<file path="src/rtl/uart_pkg.sv">
// Shared types and constants for the uart core: FSM state encoding and counter widths.
package uart_pkg;

  typedef enum logic [2:0] {IDLE, START, DATA, PARITY, STOP} uart_state_t;

  localparam int DEF_CLKS_PER_BIT = 868;
  localparam int BIT_CNT_W        = 3;

  // Width of a counter that must hold 0..n-1.
  function automatic int cnt_width(input int n);
    return (n < 2) ? 1 : $clog2(n);
  endfunction

endpackage

</file>
<file path="src/rtl/uart_fifo.sv">
// Synchronous FIFO for the TX path; extra pointer MSB distinguishes full from empty.
module uart_fifo #(
  parameter int DEPTH = 16,
  parameter int W     = 8
) (
  input  logic         clk,
  input  logic         rst,
  input  logic         wr_en,
  input  logic         rd_en,
  input  logic [W-1:0] din,
  output logic [W-1:0] dout,
  output logic         full,
  output logic         empty
);
  localparam int AW = $clog2(DEPTH);

  logic [W-1:0] mem [DEPTH];
  logic [AW:0]  wr_ptr, rd_ptr;
  logic         do_wr, do_rd;

  assign empty = (wr_ptr == rd_ptr);
  assign full  = (wr_ptr[AW] != rd_ptr[AW]) && (wr_ptr[AW-1:0] == rd_ptr[AW-1:0]);
  assign do_rd = rd_en && !empty;
  // A simultaneous pop frees a slot, so a push into a full FIFO still lands.
  assign do_wr = wr_en && (!full || do_rd);
  assign dout  = mem[rd_ptr[AW-1:0]];

  always_ff @(posedge clk) begin
    if (rst) begin
      wr_ptr <= '0;
      rd_ptr <= '0;
    end else begin
      if (do_wr) wr_ptr <= wr_ptr + 1'b1;
      if (do_rd) rd_ptr <= rd_ptr + 1'b1;
    end
  end

  always_ff @(posedge clk) begin
    if (do_wr) mem[wr_ptr[AW-1:0]] <= din;
  end

endmodule

</file>
<file path="src/rtl/uart.sv">
// Full-duplex UART core (8N1) with TX FIFO. Define UART_PARITY_EN for an even-parity bit
// between data bit 7 and the stop bit on both TX and RX.
module uart
  import uart_pkg::*;
#(
  parameter int CLK_FREQ   = 100_000_000,
  parameter int BAUD       = 115200,
  parameter int FIFO_DEPTH = 16
) (
  input  logic       clk,
  input  logic       rst,
  input  logic [7:0] pc_in_t,
  input  logic       wr_en,
  input  logic       start_tx,
  input  logic       rx,
  output logic       tx,
  output logic [7:0] pc_out_r,
  output logic       rx_done
);
  localparam int CLKS_PER_BIT = CLK_FREQ / BAUD;
  localparam int CW           = cnt_width(CLKS_PER_BIT);
  localparam logic [CW-1:0] BIT_END  = CW'(CLKS_PER_BIT - 1);
  localparam logic [CW-1:0] HALF_END = CW'(CLKS_PER_BIT / 2 - 1);

  logic [7:0] fifo_dout;
  logic       fifo_full, fifo_empty, fifo_pop;

  uart_fifo #(.DEPTH(FIFO_DEPTH), .W(8)) u_tx_fifo (
    .clk   (clk),
    .rst   (rst),
    .wr_en (wr_en),
    .rd_en (fifo_pop),
    .din   (pc_in_t),
    .dout  (fifo_dout),
    .full  (fifo_full),
    .empty (fifo_empty)
  );

  // ---------------- transmitter ----------------
  uart_state_t          tx_st, tx_ns;
  logic [CW-1:0]        tx_cnt, tx_cnt_d;
  logic [BIT_CNT_W-1:0] tx_bit, tx_bit_d;
  logic [7:0]           tx_sh, tx_sh_d;
  logic                 tx_d, send_req;
`ifdef UART_PARITY_EN
  logic                 tx_par, tx_par_d;
`endif

  always_ff @(posedge clk) begin
    if (rst) begin
      tx_st    <= IDLE;
      tx_cnt   <= '0;
      tx_bit   <= '0;
      tx_sh    <= '0;
      tx       <= 1'b1;
      send_req <= 1'b0;
`ifdef UART_PARITY_EN
      tx_par   <= 1'b0;
`endif
    end else begin
      tx_st  <= tx_ns;
      tx_cnt <= tx_cnt_d;
      tx_bit <= tx_bit_d;
      tx_sh  <= tx_sh_d;
      tx     <= tx_d;
`ifdef UART_PARITY_EN
      tx_par <= tx_par_d;
`endif
      // A new request wins over the empty-FIFO clear in the same cycle.
      if (start_tx)                        send_req <= 1'b1;
      else if (tx_st == IDLE && fifo_empty) send_req <= 1'b0;
    end
  end

  always_comb begin
    tx_ns    = tx_st;
    tx_cnt_d = tx_cnt + 1'b1;
    tx_bit_d = tx_bit;
    tx_sh_d  = tx_sh;
    fifo_pop = 1'b0;
`ifdef UART_PARITY_EN
    tx_par_d = tx_par;
`endif
    case (tx_st)
      IDLE: begin
        tx_cnt_d = '0;
        if (send_req && !fifo_empty) begin
          fifo_pop = 1'b1;
          tx_sh_d  = fifo_dout;
`ifdef UART_PARITY_EN
          tx_par_d = ^fifo_dout;
`endif
          tx_ns    = START;
        end
      end
      START: if (tx_cnt == BIT_END) begin
        tx_cnt_d = '0;
        tx_bit_d = '0;
        tx_ns    = DATA;
      end
      DATA: if (tx_cnt == BIT_END) begin
        tx_cnt_d = '0;
        tx_sh_d  = tx_sh >> 1;
        if (tx_bit == BIT_CNT_W'(7)) begin
`ifdef UART_PARITY_EN
          tx_ns = PARITY;
`else
          tx_ns = STOP;
`endif
        end else begin
          tx_bit_d = tx_bit + 1'b1;
        end
      end
`ifdef UART_PARITY_EN
      PARITY: if (tx_cnt == BIT_END) begin
        tx_cnt_d = '0;
        tx_ns    = STOP;
      end
`endif
      STOP: if (tx_cnt == BIT_END) begin
        tx_cnt_d = '0;
        tx_ns    = IDLE;
      end
      default: tx_ns = IDLE;
    endcase

    // Line level is registered from the next state so tx is glitch-free.
    case (tx_ns)
      START:   tx_d = 1'b0;
      DATA:    tx_d = tx_sh_d[0];
`ifdef UART_PARITY_EN
      PARITY:  tx_d = tx_par_d;
`endif
      default: tx_d = 1'b1;
    endcase
  end

  // ---------------- receiver ----------------
  uart_state_t          rx_st, rx_ns;
  logic [CW-1:0]        rx_cnt, rx_cnt_d;
  logic [BIT_CNT_W-1:0] rx_bit, rx_bit_d;
  logic [7:0]           rx_sh, rx_sh_d;
  logic                 rx_s1, rx_s2, rx_ferr, rx_ferr_d, done_d;
`ifdef UART_PARITY_EN
  logic                 rx_par_ok, rx_par_ok_d;
`endif

  always_ff @(posedge clk) begin
    if (rst) begin
      rx_s1    <= 1'b1;
      rx_s2    <= 1'b1;
      rx_st    <= IDLE;
      rx_cnt   <= '0;
      rx_bit   <= '0;
      rx_sh    <= '0;
      rx_ferr  <= 1'b0;
      rx_done  <= 1'b0;
      pc_out_r <= 8'h00;
`ifdef UART_PARITY_EN
      rx_par_ok <= 1'b0;
`endif
    end else begin
      rx_s1   <= rx;
      rx_s2   <= rx_s1;
      rx_st   <= rx_ns;
      rx_cnt  <= rx_cnt_d;
      rx_bit  <= rx_bit_d;
      rx_sh   <= rx_sh_d;
      rx_ferr <= rx_ferr_d;
      rx_done <= done_d;
      if (done_d) pc_out_r <= rx_sh;
`ifdef UART_PARITY_EN
      rx_par_ok <= rx_par_ok_d;
`endif
    end
  end

  always_comb begin
    rx_ns     = rx_st;
    rx_cnt_d  = rx_cnt + 1'b1;
    rx_bit_d  = rx_bit;
    rx_sh_d   = rx_sh;
    rx_ferr_d = rx_ferr;
    done_d    = 1'b0;
`ifdef UART_PARITY_EN
    rx_par_ok_d = rx_par_ok;
`endif
    case (rx_st)
      IDLE: begin
        rx_cnt_d = '0;
        if (!rx_s2) rx_ns = START;
      end
      START: if (rx_cnt == HALF_END) begin
        rx_cnt_d = '0;
        rx_bit_d = '0;
        rx_ns    = rx_s2 ? IDLE : DATA;
      end
      DATA: if (rx_cnt == BIT_END) begin
        rx_cnt_d = '0;
        rx_sh_d  = {rx_s2, rx_sh[7:1]};
        if (rx_bit == BIT_CNT_W'(7)) begin
`ifdef UART_PARITY_EN
          rx_ns = PARITY;
`else
          rx_ns = STOP;
`endif
        end else begin
          rx_bit_d = rx_bit + 1'b1;
        end
      end
`ifdef UART_PARITY_EN
      PARITY: if (rx_cnt == BIT_END) begin
        rx_cnt_d    = '0;
        rx_par_ok_d = ~(^{rx_sh, rx_s2});
        rx_ns       = STOP;
      end
`endif
      STOP: begin
        if (rx_ferr) begin
          // Bad stop bit: hold off until the line returns high.
          rx_cnt_d = '0;
          if (rx_s2) begin
            rx_ferr_d = 1'b0;
            rx_ns     = IDLE;
          end
        end else if (rx_cnt == BIT_END) begin
          rx_cnt_d = '0;
          if (rx_s2) begin
            rx_ns = IDLE;
`ifdef UART_PARITY_EN
            done_d = rx_par_ok;
`else
            done_d = 1'b1;
`endif
          end else begin
            rx_ferr_d = 1'b1;
          end
        end
      end
      default: rx_ns = IDLE;
    endcase
  end

endmodule

</file>
<file path="config.mk">
export PLATFORM = sky130hd
export DESIGN_NAME = uart
export DESIGN_NICKNAME = d
export VERILOG_FILES = /design/src/rtl/uart_pkg.sv /design/src/rtl/uart_fifo.sv /design/src/rtl/uart.sv
export SDC_FILE = /design/constraint.sdc
export NUM_CORES = 1
export LEC_CHECK = 0
export ABC_CLOCK_PERIOD_IN_PS = 4500
export CAP_MARGIN = 10
export CORE_MARGIN = 4
export CORE_UTILIZATION = 55
export DETAILED_ROUTE_END_ITERATION = 10
export GPL_TIMING_DRIVEN = 0
export PLACE_DENSITY = 0.81
export SLEW_MARGIN = 5
export SYNTH_ARGS = -nofsm -noshare
export SYNTH_HDL_FRONTEND = slang
export SYNTH_SLANG_ARGS = --single-unit
</file>
<file path="constraint.sdc">
create_clock -name clk -period 4.5 [get_ports clk]
set_input_delay 0.45 -clock clk [delete_from_list [all_inputs] [get_ports clk]]
set_output_delay 0.45 -clock clk [all_outputs]
set_load 0.01 [all_outputs]
</file>
=== Word level (Yosys, flattened, before mapping) ===
Memories as Yosys holds them, arrays and structs flattened. A register that Yosys moved wholly into a read port is not among the register bits.
Index checks and enable logic that the tools add are counted.

* Bits in registers: 72
* Bits in writable memories: 128
* Input bits: 13
* Output and inout port bits: 10
* Word-level logic and storage cells: 119
* Memories kept: 1

* Add/sub/neg operators: 6
* Eq/ne operators: 26
* Multiplexer cells: 48
* Reductions and logical operators: 20

{| class="wikitable"
|+ Memory list
! name !! depth !! width !! rd ports !! clocked after memory_dff !! wr ports !! line !! RTL
|-
| u_tx_fifo.mem || 16 || 8 || 1 || 1 || 1 || uart_fifo.sv:17 || <nowiki>logic [W-1:0] mem [DEPTH];</nowiki>
|}

{| class="wikitable"
|+ Operators by type and width
! cell !! count
|-
| 2-to-1 mux 3 bit || 18
|-
| 2-to-1 mux 10 bit || 4
|-
| one-hot mux 10 bit (4 select lines) || 1
|-
| one-hot mux 3 bit (4 select lines) || 2
|-
| adder 10 x 1 -> 10 bit, second input constant || 2
|-
| == test 10 bit, second input constant || 2
|-
| one-hot mux 10 bit (2 select lines) || 1
|-
| 2-to-1 mux 8 bit || 2
|-
| inequality test 2 bit, second input constant || 8
|-
| one-hot mux 8 bit (2 select lines) || 1
|-
| 2-to-1 mux 1 bit || 13
|-
| == test 3 bit, second input constant || 4
|-
| one-hot mux 3 bit (2 select lines) || 2
|-
| adder 5 x 1 -> 5 bit, second input constant || 2
|-
| == test 10 x 9 -> 1 bit, second input constant || 1
|-
| == test 3 x 1 -> 1 bit, second input constant || 3
|-
| == test 3 x 2 -> 1 bit, second input constant || 3
|-
| 2-to-1 mux 4 bit || 2
|-
| AND reduction 4 bit || 2
|-
| nonzero test 2 bit || 4
|-
| adder 3 x 1 -> 3 bit, second input constant || 2
|-
| zero test 3 bit || 2
|-
| == test 5 bit || 1
|-
| logical AND 1 bit || 5
|-
| other kinds (12) || 13
|}

=== Depth between registers and ports, before layout ===
* Depth in word-level cells: 10
* Mapped depth: 8
* Depth with buffers taken out: 7

=== Modules after synthesis ===
From an unflattened synthesis, not the netlist that was laid out.

* Cells, all modules: 561
* Area, all modules: 8455.6 sq um

{| class="wikitable"
|+ By module, submodules not included
! module !! instances !! cells each !! area an instance (sq um) !! seq. area each (sq um)
|-
| uart_fifo || 1 || 263 || 5711.7 || 4124.0
|-
| uart || 1 || 298 || 2743.9 || 1241.2
|}

=== Worst setup path after synthesis ===
OpenSTA, ideal clock, no wires.

* Path type: reg-to-reg
* From: register tx_st[2]
* To: memory u_tx_fifo.mem[2][0] (enable)
* Setup time: 0.383 ns
* Arrival time: 1.872 ns
* Data required time: 4.117 ns
* Slack: 2.245 ns
* Stages on the path, launching flop included: 7
* Buffers on the path: 1
* Clock period less this slack: 2.255 ns
* Cell sequence: dfxtp_1 -> buf_2 -> nor4b_4 -> nand2b_1 -> o21a_1 -> nand2_1 -> nor3_1

* Cells in the longest elaborated chain, start to end: 7

{| class="wikitable"
|+ Ends and longest elaborated chain
! item !! line !! RTL
|-
| from (decl) || uart.sv:40 || <nowiki>uart_state_t tx_st, tx_ns;</nowiki>
|-
| from (signal assigned) || uart.sv:61 || <nowiki>tx_st <= tx_ns;</nowiki>
|-
| zero test 3 bit || uart.sv:84 || <nowiki>case (tx_st)</nowiki>
|-
| 2-to-1 mux 1 bit || uart.sv:84 ||
|-
| logical AND 1 bit || uart_fifo.sv:23 || <nowiki>assign do_rd = rd_en && !empty;</nowiki>
|-
| logical OR 1 bit || uart_fifo.sv:25 || <nowiki>assign do_wr = wr_en && (!full || do_rd);</nowiki>
|-
| logical AND 1 bit || uart_fifo.sv:25 ||
|-
| 2-to-1 mux 1 bit || uart_fifo.sv:39 || <nowiki>if (do_wr) mem[wr_ptr[AW-1:0]] <= din;</nowiki>
|-
| 2-to-1 mux 1 bit (not written as such) || uart_fifo.sv:39 ||
|-
| to (decl) || uart_fifo.sv:17 ||
|}

No other way between the ends.

=== Final worst setup path ===
* From: register tx_st[2]
* To: memory u_tx_fifo.mem[0][7] (enable)

The elaborated chain is that of the path after synthesis.

==> results_dict.tcl <==
set metrics [dict create \
    worstSkewPairLatency_ps 500 \
    grt_first_pass_wirelength_um 27200 \
    routed-wl-met3_um 937 \
    async_flop_share_pct 0 \
    r2r_slack_ps 1800 \
    syn_nets 626 \
    endpoint_kind "register" \
    clk_pin_slew_ps 60 \
    grt_overflow_total 0 \
    fin_crit_sh_pct 60.0 \
    postRouteAntennaNets 0 \
    synth.avg_cell_area_um2 14.1 \
    syn_area_um2 8450 \
    slew_viol_final 0 \
    cpMostUsedCell "buf_2" \
    yosys.area.top_type "edfxtp_1" \
    status "finished, final reports clean" \
    rsz0062_at_grt "false" \
    cts_sinks 204 \
    first_global_vias 5164 \
    crit_required_ps 4690 \
    total_power_uw 3990 \
    gp_congestion 0.844 \
    synth_commonest_cells "edfxtp_1 (128), dfxtp_1 (76), nor2_1 (71), mux4_2 (32), nand2_1 (27)" \
    cp_cell_sequence "buf_2 -> nor4b_4 -> nand2b_1 -> o21a_1 -> nand2_1 -> nor3_1 -> buf_2" \
    numCtsBuffers 21 \
    synthMostInstantiatedCell "edfxtp_1" \
    hold_viol 0 \
    finClkSkew_ps 14.5 \
    yosysSeqAreaShare_pct 63.5 \
    syn_inst 601 \
    worst_r2r_path_depth 7 \
    start_util_pct 55.8 \
    ys_warn_count 0 \
    power.density_nw_per_um2 418 \
    drt_iter0_drc 498 \
    synth_edf_count 128 \
    postCtsSetupBuffers 0 \
    slowest_delay_ps 580 \
    path_class "reg -> reg" \
    met2_length_um 8270 \
    cp_max_fo 10 \
    wl_met1_um 7040 \
    holdWs_ps 408 \
    die_w_um 132 \
    dp_hpwl_um 11000 \
    syn_to_final_growth_pct 13.0 \
    drt_wl_total_um 16800 \
    design_area_um2 9550 \
    synthTopCellsByArea "edfxtp_1 (45%), dfxtp_1 (18%), mux4_2 (8.5%), nor2_1 (3.2%), mux2i_1 (3.1%)" \
    ys_ff_latch 204 \
    highest_layer "met4" \
    cts_resized 0 \
    max-cap-violations 0 \
    place_area_um2 8920 \
    io_buffers 21 \
    die_h_um 132 \
    diodes 0 \
    antenna_found_initial 0 \
    io_pins 23 \
    cts_tree "done" \
    dieArea_um2 17400 \
    synthFlopType "edfxtp_1" \
    synth_cell_types 64 \
    vias 5109 \
    cp-start-kind "register" \
    cts-htree-levels 1 \
    grt_max_degree 17 \
    relSlewSlack_pct 35.1 \
    crit_start "tx_st[2]" \
    routedWlPerCell_um 19.8 \
    synth_top_area_share_pct 45.5 \
    arrival_ps 2890 \
    ctsHoldBuffers 0 \
    drt-pass1-iter-count 5 \
    hold_class "in -> reg" \
    worst_slew_pin_slew_ps 970 \
    nets 672 \
    via_per_inst 6.02 \
    fin_setup_tns_ps 0 \
    cpMaxStageDelayCell "nor3_1" \
    coreArea_um2 15100 \
    setup_viol 0 \
    endpoint "u_tx_fifo.mem[0][7]" \
    drc 0 \
    rr_endpoint "u_tx_fifo.mem[0][7]" \
    power.leakage_uw 0.00317 \
    r2r-start "tx_st[2]" \
    cts_buffer_depth 3 \
    drive_gt1_share_pct 15.5 \
    globalRouteTotalUtil_pct 19.4 \
    ir_drop_v 0.000340 \
    num_rows 45 \
    ctsRootBufferMaster "clkbuf_16" \
    min_period_ps 2700 \
    max_clock_freq_mhz 370 \
]
[layout by cell type (no fill, tap or decap), types with 7 or more instances in the layout]
| master | n |
|---|---|
| dfxtp_1 | 76 |
| a31oi_1 | 9 |
| ha_1 | 12 |
| clkbuf_16 | 21 |
| inv_1 | 9 |
| nand2b_1 | 7 |
| mux2i_1 | 26 |
| buf_4 | 7 |
| clkdlybuf4s50_1 | 21 |
| nand2_1 | 27 |
| xor2_1 | 14 |
| nand3_1 | 15 |
| nor2_1 | 71 |
| o21ai_0 | 14 |
| mux4_2 | 32 |
| xnor2_1 | 13 |
| mux2_2 | 7 |
| a21oi_1 | 16 |
| edfxtp_1 | 128 |
| clkbuf_1 | 21 |
[worst min path at each step]
stage	startpoint	to	slack, ps	cells past startpoint
final	rst	u_tx_fifo.wr_ptr[3]	410	3
after global placement	rx_s1	rx_s2	400	1
after CTS	rst	u_tx_fifo.wr_ptr[3]	400	3
after floorplan	rx_s1	rx_s2	390	1
after global routing	rst	u_tx_fifo.wr_ptr[3]	420	3
after detailed placement	rx_s1	rx_s2	410	1
[worst max-delay path: cells and delay by family (launching register included)]
kind / cells / cell delay (ps)
AOI/OAI and AO/OA: 1 / 260
DFF: 1 / 290
and+or+nand+nor: 4 / 1350
buffers and inverters: 2 / 500
[kinds of logic after synthesis]
kind of cell	Yosys count	synth area share, %
adder cells (fa/ha/maj)	12	1.78
multiplexers	66	12.7
flip-flops	204	63.5
AND/OR/NAND/NOR	184	11.5
buffers and inverters	40	2.49
XOR/XNOR	27	2.80
AO/OA/AOI/OAI	68	5.27
[routing by layer]
layer  track usage [%]  vias to the layer above
li1                  -                     2339
met1              26.0                     2560
met2              32.6                      165
met3              3.36                       45
met4              6.13                        0
met5                 0                        -
[registers in the layout (all words and copies together) (netlist names), 3 cells and up, named ones only]
| signal | cells |
|---|---|
| pc_out_r | 8 |
| tx_sh | 8 |
| tx_bit | 3 |
| rx_cnt | 10 |
| rx_sh | 8 |
| tx_st | 3 |
| rx_st | 3 |
| u_tx_fifo.mem | 128 |
| u_tx_fifo.rd_ptr | 5 |
| tx_cnt | 10 |
| u_tx_fifo.wr_ptr | 5 |
| rx_bit | 3 |
[final cells by class]
| type | instances | area (µm²) |
|---|---|---|
| plain buffers | 31 | 176 |
| fillers | 1086 | 5590 |
| repair buffers | 23 | 223 |
| clock buffers | 31 | 583 |
| well taps | 188 | 235 |
| multi-input cells | 357 | 2890 |
| clock inverters | 5 | 51.3 |
| flip-flops and latches | 204 | 5370 |
| inverters | 9 | 33.8 |
[through the flow]
| stage | worst slack, ps | std cells | util, % |
|---|---|---|---|
| detailed placement | 1850 | 812 | 58.9 |
| CTS | 1820 | 848 | 63.1 |
| floorplan | 2240 | 601 | - |
| global route | 1710 | 848 | 63.1 |
| global placement | 1540 | 810 | 58.7 |
| finish | 1800 | 848 | 63.1 |
[power breakdown]
| group | switching (µW) | leakage, µW | internal [µW] |
|---|---|---|---|
| sequential | 22.2 | 0.00177 | 2020 |
| clock | 667 | 0.000308 | 951 |
| combinational | 181 | 0.00109 | 143 |
Power figures use the tool's default switching activity.
